`src/rtl/uart_stream_bridge.sv`:
```
// Valid/ready stream front end for uart_controller: a Tx FIFO feeding a small
// start/wait-done handshake FSM, and an Rx FIFO that captures every rx_done pulse with its error tags.
module uart_stream_bridge #(
  parameter int MAX_UART_DATA_W = 8,
  parameter int TX_FIFO_DEPTH   = 8,
  parameter int RX_FIFO_DEPTH   = 8
) (
  input  logic                             clk_i,
  input  logic                             rst_i,
  input  logic [MAX_UART_DATA_W-1:0]       s_tx_data_i,
  input  logic                             s_tx_valid_i,
  output logic                             s_tx_ready_o,
  output logic [MAX_UART_DATA_W-1:0]       m_rx_data_o,
  output logic                             m_rx_perr_o,
  output logic                             m_rx_serr_o,
  output logic                             m_rx_valid_o,
  input  logic                             m_rx_ready_i,
  output logic                             ctl_tx_start_o,
  output logic [MAX_UART_DATA_W-1:0]       ctl_tx_data_o,
  input  logic                             ctl_tx_busy_i,
  input  logic                             ctl_tx_done_i,
  input  logic                             ctl_rx_done_i,
  input  logic [MAX_UART_DATA_W-1:0]       ctl_rx_data_i,
  input  logic                             ctl_rx_parity_err_i,
  input  logic                             ctl_rx_stop_err_i,
  input  logic                             clr_overflow_i,
  output logic                             rx_overflow_o,
  output logic [$clog2(TX_FIFO_DEPTH):0]   tx_level_o,
  output logic [$clog2(RX_FIFO_DEPTH):0]   rx_level_o
);

  localparam int W     = MAX_UART_DATA_W;
  localparam int TX_AW = $clog2(TX_FIFO_DEPTH);
  localparam int RX_AW = $clog2(RX_FIFO_DEPTH);
  localparam int RX_EW = W + 2;
  localparam logic [TX_AW:0] TX_FULL_LVL = (TX_AW+1)'(TX_FIFO_DEPTH);
  localparam logic [RX_AW:0] RX_FULL_LVL = (RX_AW+1)'(RX_FIFO_DEPTH);

  typedef enum logic [1:0] {
    TX_IDLE,
    TX_START,
    TX_WAIT_DONE
  } tx_state_e;

  // Tx FIFO
  logic [W-1:0]     tx_mem_q [TX_FIFO_DEPTH];
  logic [TX_AW-1:0] tx_wptr_q, tx_wptr_d;
  logic [TX_AW-1:0] tx_rptr_q, tx_rptr_d;
  logic [TX_AW:0]   tx_cnt_q, tx_cnt_d;
  logic             tx_full, tx_empty, tx_push, tx_pop;

  tx_state_e        tx_state_q, tx_state_d;
  logic [W-1:0]     ctl_tx_data_q, ctl_tx_data_d;

  // Rx FIFO
  logic [RX_EW-1:0] rx_mem_q [RX_FIFO_DEPTH];
  logic [RX_AW-1:0] rx_wptr_q, rx_wptr_d;
  logic [RX_AW-1:0] rx_rptr_q, rx_rptr_d;
  logic [RX_AW:0]   rx_cnt_q, rx_cnt_d;
  logic             rx_full, rx_empty, rx_push, rx_pop, ovf_set;
  logic             rx_ovf_q, rx_ovf_d;
  logic [RX_EW-1:0] rx_head;

  assign tx_full  = (tx_cnt_q == TX_FULL_LVL);
  assign tx_empty = (tx_cnt_q == '0);
  assign tx_push  = s_tx_valid_i & ~tx_full;

  always_comb begin
    tx_wptr_d = tx_wptr_q;
    tx_rptr_d = tx_rptr_q;
    tx_cnt_d  = tx_cnt_q;
    if (tx_push) tx_wptr_d = tx_wptr_q + 1'b1;
    if (tx_pop)  tx_rptr_d = tx_rptr_q + 1'b1;
    unique case ({tx_push, tx_pop})
      2'b10:   tx_cnt_d = tx_cnt_q + 1'b1;
      2'b01:   tx_cnt_d = tx_cnt_q - 1'b1;
      default: tx_cnt_d = tx_cnt_q;
    endcase
  end

  always_ff @(posedge clk_i) begin
    if (tx_push) tx_mem_q[tx_wptr_q] <= s_tx_data_i;
  end

  // The head byte is popped into the output register on the IDLE->START edge,
  // so ctl_tx_data_o is already stable when the start pulse is seen.
  always_comb begin
    tx_state_d    = tx_state_q;
    ctl_tx_data_d = ctl_tx_data_q;
    tx_pop        = 1'b0;
    unique case (tx_state_q)
      TX_IDLE: begin
        if (!tx_empty && !ctl_tx_busy_i) begin
          tx_pop        = 1'b1;
          ctl_tx_data_d = tx_mem_q[tx_rptr_q];
          tx_state_d    = TX_START;
        end
      end
      TX_START:     tx_state_d = TX_WAIT_DONE;
      TX_WAIT_DONE: if (ctl_tx_done_i) tx_state_d = TX_IDLE;
      default:      tx_state_d = TX_IDLE;
    endcase
  end

  assign rx_full  = (rx_cnt_q == RX_FULL_LVL);
  assign rx_empty = (rx_cnt_q == '0);
  assign rx_pop   = ~rx_empty & m_rx_ready_i;
  // When full, a simultaneous pop frees the slot the write pointer sits on.
  assign rx_push  = ctl_rx_done_i & (~rx_full | rx_pop);
  assign ovf_set  = ctl_rx_done_i & rx_full & ~rx_pop;

  always_comb begin
    rx_wptr_d = rx_wptr_q;
    rx_rptr_d = rx_rptr_q;
    rx_cnt_d  = rx_cnt_q;
    if (rx_push) rx_wptr_d = rx_wptr_q + 1'b1;
    if (rx_pop)  rx_rptr_d = rx_rptr_q + 1'b1;
    unique case ({rx_push, rx_pop})
      2'b10:   rx_cnt_d = rx_cnt_q + 1'b1;
      2'b01:   rx_cnt_d = rx_cnt_q - 1'b1;
      default: rx_cnt_d = rx_cnt_q;
    endcase
    if (ovf_set)             rx_ovf_d = 1'b1;
    else if (clr_overflow_i) rx_ovf_d = 1'b0;
    else                     rx_ovf_d = rx_ovf_q;
  end

  always_ff @(posedge clk_i) begin
    if (rx_push) rx_mem_q[rx_wptr_q] <= {ctl_rx_stop_err_i, ctl_rx_parity_err_i, ctl_rx_data_i};
  end

  always_ff @(posedge clk_i or posedge rst_i) begin
    if (rst_i) begin
      tx_wptr_q     <= '0;
      tx_rptr_q     <= '0;
      tx_cnt_q      <= '0;
      tx_state_q    <= TX_IDLE;
      ctl_tx_data_q <= '0;
      rx_wptr_q     <= '0;
      rx_rptr_q     <= '0;
      rx_cnt_q      <= '0;
      rx_ovf_q      <= 1'b0;
    end else begin
      tx_wptr_q     <= tx_wptr_d;
      tx_rptr_q     <= tx_rptr_d;
      tx_cnt_q      <= tx_cnt_d;
      tx_state_q    <= tx_state_d;
      ctl_tx_data_q <= ctl_tx_data_d;
      rx_wptr_q     <= rx_wptr_d;
      rx_rptr_q     <= rx_rptr_d;
      rx_cnt_q      <= rx_cnt_d;
      rx_ovf_q      <= rx_ovf_d;
    end
  end

  // Head is gated so the un-reset memory never shows through while empty.
  assign rx_head        = rx_empty ? '0 : rx_mem_q[rx_rptr_q];
  assign m_rx_data_o    = rx_head[W-1:0];
  assign m_rx_perr_o    = rx_head[W];
  assign m_rx_serr_o    = rx_head[W+1];
  assign m_rx_valid_o   = ~rx_empty;
  assign s_tx_ready_o   = ~tx_full;
  assign ctl_tx_start_o = (tx_state_q == TX_START);
  assign ctl_tx_data_o  = ctl_tx_data_q;
  assign rx_overflow_o  = rx_ovf_q;
  assign tx_level_o     = tx_cnt_q;
  assign rx_level_o     = rx_cnt_q;

endmodule

```
`config.mk`:
```
export PLATFORM = sky130hd
export DESIGN_NAME = uart_stream_bridge
export DESIGN_NICKNAME = d
export VERILOG_FILES = /design/src/rtl/uart_stream_bridge.sv
export SDC_FILE = /design/constraint.sdc
export NUM_CORES = 1
export LEC_CHECK = 0
export CAP_MARGIN = 20
export CORE_MARGIN = 2
export CORE_UTILIZATION = 55
export CTS_BUF_LIST = sky130_fd_sc_hd__clkbuf_4
export CTS_CLUSTER_SIZE = 40
export DETAILED_ROUTE_END_ITERATION = 10
export GPL_TIMING_DRIVEN = 0
export PLACE_DENSITY_LB_ADDON = 0.05
export SLEW_MARGIN = 10
export SYNTH_ARGS = -nofsm -noshare
export SYNTH_HDL_FRONTEND = slang
export SYNTH_SLANG_ARGS = --single-unit
```
`constraint.sdc`:
```
create_clock -name clk_i -period 3.02 [get_ports clk_i]
set_clock_uncertainty 0.15 [all_clocks]
set_input_delay 0.604 -clock clk_i [delete_from_list [all_inputs] [get_ports clk_i]]
set_output_delay 0.604 -clock clk_i [all_outputs]
set_load 0.01 [all_outputs]
```
Word-level counts from Yosys, hierarchy flattened
Memory sizes are Yosys's and may differ from the RTL's. A register that Yosys moved wholly into a read port is not among the register bits.
Cells that the tools add are included.
{"block": "totals", "ff_bits": 23, "latch_bits": 0, "ram_bits": 144, "romBits": 0, "inputBits": 26, "output_inout_bits": 30, "elab_cells": 63, "n_memories": 2}
{"memory": "rx_mem_q", "depth": 8, "word_bits": 10, "rd": 1, "rd_ports_with_merged_regs": 0, "wr": 1, "line": "56", "rtl": "logic [RX_EW-1:0] rx_mem_q [RX_FIFO_DEPTH];"}
{"memory": "tx_mem_q", "depth": 8, "word_bits": 8, "rd": 1, "rd_ports_with_merged_regs": 1, "wr": 1, "line": "46", "rtl": "logic [W-1:0] tx_mem_q [TX_FIFO_DEPTH];"}
{"block": "op_classes", "addsub": 8, "n_mul": 0, "div": 0, "magnitude_cmp": 0, "eq_ne": 10, "shift": 0, "muxes": 14, "bitwise": 10, "n_reduce_logical": 11}
{"operator": "$pmux W4 S2", "count": 2}
{"operator": "$add A3 B1 Y3 const B", "count": 4}
{"operator": "$mux W10", "count": 1}
{"operator": "$add A4 B1 Y4 const B", "count": 2}
{"operator": "$eq A4 B4 Y1 const B", "count": 2}
{"operator": "$logic_not A4 Y1", "count": 2}
{"operator": "$mux W1", "count": 8}
{"operator": "$sub A4 B1 Y4 const B", "count": 2}
{"operator": "$eq A2 B1 Y1 const B", "count": 3}
{"operator": "$eq A2 B2 Y1 const B", "count": 3}
{"operator": "$pmux W2 S3", "count": 1}
{"operator": "$reduce_bool A2 Y1", "count": 3}
{"operator": "$and A1 B1 Y1", "count": 5}
{"operator": "$mux W2", "count": 2}
{"operator": "$ne A2 B2 Y1 const B", "count": 2}
{"operator": "$not A1 Y1", "count": 4}
{"operator": "$reduce_and A2 Y1", "count": 2}
{"operator": "$logic_not A1 Y1", "count": 2}
{"operator": "$logic_not A2 Y1", "count": 1}
{"operator": "$logic_and A1 B1 Y1", "count": 1}
{"operator": "$or A1 B1 Y1", "count": 1}

Depth between registers and ports, before layout
{"block": "depth", "ltp_word": 7, "mapped_depth": 10}

Least setup slack after synthesis
Ideal clock, no wire load.
{"block": "synth_path", "path_kind": "reg2reg", "from": "register tx_cnt_q[2] (netlist: tx_level_o[2])", "to": "register tx_cnt_q[2] (netlist: tx_level_o[2])", "arrival_time_ns": 2.129, "slack_ns": 0.609, "stages_incl_launch_ff": 10, "path_buffers": 0, "cell_sequence": "dfrtp_1 > or4b_4 > nand2_4 > ha_1 > xor2_1 > ha_1 > a21oi_1 > xor2_1 > nor2_1 > xor2_1"}
{"element": "start, declared", "line": "49", "rtl": "logic [TX_AW:0] tx_cnt_q, tx_cnt_d;"}
{"element": "start signal, assigned", "line": "146", "rtl": "tx_cnt_q <= tx_cnt_d;"}
{"element": "$eq A4 B4 Y1 (*)", "line": "64", "rtl": "assign tx_full = (tx_cnt_q == TX_FULL_LVL);"}
{"element": "$not A1 Y1 (*)"}
{"element": "via s_tx_ready_o", "line": "12", "rtl": "output logic s_tx_ready_o,"}
{"element": "$and A1 B1 Y1 (*)", "line": "66", "rtl": "assign tx_push = s_tx_valid_i & ~tx_full;"}
{"element": "$eq A2 B1 Y1 / $eq A2 B2 Y1 (equally long branches)", "line": "74", "rtl": "unique case ({tx_push, tx_pop})"}
{"element": "$pmux W4 S2 / $reduce_bool A2 Y1 (equally long branches)"}
Mark *: on every way through the listed nets, which the timed path passes. The rest lies on a longest branch.
A chain may end at the register's enable or synchronous reset.

Worst setup path in the final report
{"block": "layout_path", "from": "register rx_rptr_q[0]", "to": "output port m_rx_data_o[5]"}
{"block": "layout_via", "elab_chain_cells": 2}
{"element": "start, declared", "line": "58", "rtl": "logic [RX_AW-1:0] rx_rptr_q, rx_rptr_d;"}
{"element": "start signal, assigned", "line": "150", "rtl": "rx_rptr_q <= rx_rptr_d;"}
{"element": "$mem_v2 Z8 W10"}
{"element": "$mux W10", "line": "157", "rtl": "assign rx_head = rx_empty ? '0 : rx_mem_q[rx_rptr_q];"}
{"element": "end, declared", "line": "13", "rtl": "output logic [MAX_UART_DATA_W-1:0] m_rx_data_o,"}
No other way between the ends.

==> metrics <==
status complete, no violations; placed insts 610; synthesis-to-finish area growth 17.6%; die height 117 um; share of the cycle needed by the critical path after routing 97.4%; TritonCTS Sinks 175; total overflow reported by the global router 0; reported max-cap violation count 0; cell taking the most area after synthesis edfxtp_1; clock transition time at the flip-flop clock pins of the worst setup and hold paths 0.13 ns; primary flip-flop cell chosen by synthesis mapping edfxtp_1; area of the placeable core 12600 um^2; number of filler cells placed in the layout 884; Leakage 0.00294 uW; clock buffers created by TritonCTS 17; GP Congestion 0.703; fraction of post-synthesis cell area in the top cell type by area 61.2%; cell chosen for the clock root clkbuf_4; number of max-slew violations in the final report 0; RSZ-0062 raised after global routing yes; Die Outline Area 13800 um^2; Avg Vias per Cell 5.53; Worst-Margin Slew 1.07 ns; biggest fanout along the worst timing path 5; share of layout cells above drive strength 1 24.2%; Synth top cells by count edfxtp_1, nor2_1, dfrtp_1; Cells after Synth 377; cell with the most instances after synthesis edfxtp_1; total via count after detailed routing 3598; synthesis warning total 0; number of top-level pins 56; number of global-route vias before repair 3669; Starting Density 56.2%; Setup Viol. Count Final 0; count of unresolved DRC violations after routing 0; Post-DP HPWL 8.64 mm; register bit total from synthesis 175; Setup Crit Path Kind register to output pin; first-pass GRT wire length 20.7 mm; total power density per cell area 917 nW/um^2; overall die width 117 um; Routed WL 13.2 mm; required time of the critical path 2.27 ns; number of iterations in the first detailed-routing pass 4; hold-fix buffers at CTS 0; clock tree from TritonCTS done; final hold slack 0.335 ns; Netlist Area Pre-Place 7070 um^2; post-detailed-route wirelength per cell 20.3 um; Crit path arrival time 2.19 ns; number of antenna violations at the first check in global routing 0; launching element type of the critical path register; number of H-tree branching levels 4; gr usage total 20.5%; f_max 340 MHz; largest net degree at the start of global routing 32; insertion delay to the later sink of the worst-skew pair 0.54 ns; Min-Delay Path Class input port to asynchronous set/reset pin; clock period minus worst slack 2.94 ns; number of hold violations in the final report 0; nets 500; number of distinct library cells after synthesis 45; Finished Layout Cells 651; net count of the mapped netlist 411; number of port buffers 55; maximum clock path buffer count 2; Rel. slew slack 28.4%; critical path endpoint category output pin; biggest area contributors in the synthesized netlist edfxtp_1, dfrtp_1, mux4_2; std cell rows 41; number of DRC markers in iteration 0 260; final antenna diode count 0; VDD IR-drop max 0.000486 V; mean instance size in the synthesized netlist 18.8 um^2; number of enable flip-flop cells after synthesis 144; DRT antenna net count 0; proportion of synthesized chip area in sequential cells 72.1%; proportion of synthesized flip-flops having asynchronous set or reset 17.7%
-- sequential cells by signal, indices dropped and copies added, names as in the netlist --
signal	flops
rx_mem_q	80
tx_state_q	2
ctl_tx_data_o	8
rx_level_o	4
rx_overflow_o	1
rx_rptr_q	3
tx_rptr_q	3
tx_mem_q	64
tx_level_o	4
tx_wptr_q	3
rx_wptr_q	3
-- worst max-delay path, cell delays in order (launching register included) --
cell     delay, ns
dfrtp_2       0.49
buf_12        0.13
buf_12        0.11
buf_4         0.12
mux4_2        0.47
mux2i_1       0.14
nor2_1        0.05
buf_2         0.13
-- placed cells by master (no fill, tap or decap), types with 3 or more instances in the layout --
| cell | netlist | final |
|---|---|---|
| a21oi_1 | 12 | 12 |
| mux2i_1 | 19 | 19 |
| buf_12 | 1 | 5 |
| edfxtp_1 | 144 | 144 |
| o21ai_0 | 3 | 3 |
| clkdlybuf4s50_1 | 0 | 45 |
| bufinv_16 | 0 | 3 |
| nor2_1 | 33 | 33 |
| buf_2 | 4 | 13 |
| mux4_1 | 7 | 7 |
| xor2_1 | 6 | 6 |
| mux4_2 | 29 | 29 |
| buf_6 | 2 | 8 |
| ha_1 | 8 | 8 |
| nor3_2 | 0 | 4 |
| nand3_1 | 5 | 5 |
| clkbuf_4 | 0 | 23 |
| clkbuf_2 | 0 | 3 |
| dfrtp_1 | 31 | 30 |
| buf_4 | 3 | 7 |
| nand2b_1 | 8 | 8 |
| xnor2_1 | 7 | 7 |
| nand2_1 | 15 | 15 |
-- repair_timing --
action | 4_1_cts | 5_1_grt
setup buffers | 7 | 2
setup endpoints to repair | 10 | 7
cloned | 2 | 0
pin swaps | 0 | 2
gates resized for setup | 52 | 6
-- stage by stage --
stage	power (uW)	util [%]	TNS, ns	worst slack [ns]	cell area [um^2]
finish	7630	66.2	0	0.0797	8310
floorplan	5170	-	0	0.609	7070
detailed placement	6270	63.0	-1.53	-0.0845	7920
global placement	6140	62.3	-20.15	-0.581	7840
global route	8070	66.2	-0.314	-0.0759	8310
CTS	7800	66.5	-0.114	-0.0430	8360
-- final timing paths --
path	start	end	slack [ns]	cells after the start
min reg2reg	tx_state_q[0]$_DFFE_PP0P_	tx_state_q[0]$_DFFE_PP0P_	0.37	1
max	rx_rptr_q[0]$_DFFE_PP0N_	m_rx_data_o[5]	0.08	7
max reg2reg	tx_level_o[1]$_DFFE_PP0P_	tx_level_o[2]$_DFFE_PP0P_	0.42	10
min in group clk_i	tx_state_q[0]$_DFFE_PP0P_	tx_state_q[0]$_DFFE_PP0P_	0.37	1
min	rst_i	rx_overflow_o$_DFFE_PP0P_	0.33	2
max in group asynchronous	rst_i	rx_rptr_q[0]$_DFFE_PP0N_	1.88	2
-- area by class of cell --
cell class                      instances  area (um^2)  area share, %
Tap cell                              172          215           2.59
Timing Repair Buffer                   70          668           8.04
Inverter                                3         11.3          0.135
Multi-Input combinational cell        185         1880           22.6
Clock buffer                           22          165           1.99
Clock inverter                         10          136           1.64
Buffer                                 14          139           1.67
Sequential cell                       175         5100           61.4
-- per-layer routing --
layer	part of all wire (%)	track usage (%)
met3	2.5	4.57
met1	42	25.0
met5	0	0
met2	54	35.7
met4	1.7	8.21
-- logic make-up (layout without fill, tap and decap cells) --
family                     count (synthesis)  after routing  share of synthesized area [%]
AOI/OAI and AO/OA                         23             23                           1.93
xor gates and xnor gates                  13             13                           1.61
muxes                                     59             59                           15.2
adders and majority gates                  8              8                           1.42
and+or+nand+nor                           82             82                           6.11
DFF                                      175            175                           72.1
buffers and inverters                     17            119                           1.58
-- power breakdown --
part	internal, uW	switching [uW]	leakage (uW)
combinational	1520	1370	0.00111
clock	621	733	0.000164
sequential	3080	303	0.00167
No activity file was read; power rests on OpenSTA's default activity.
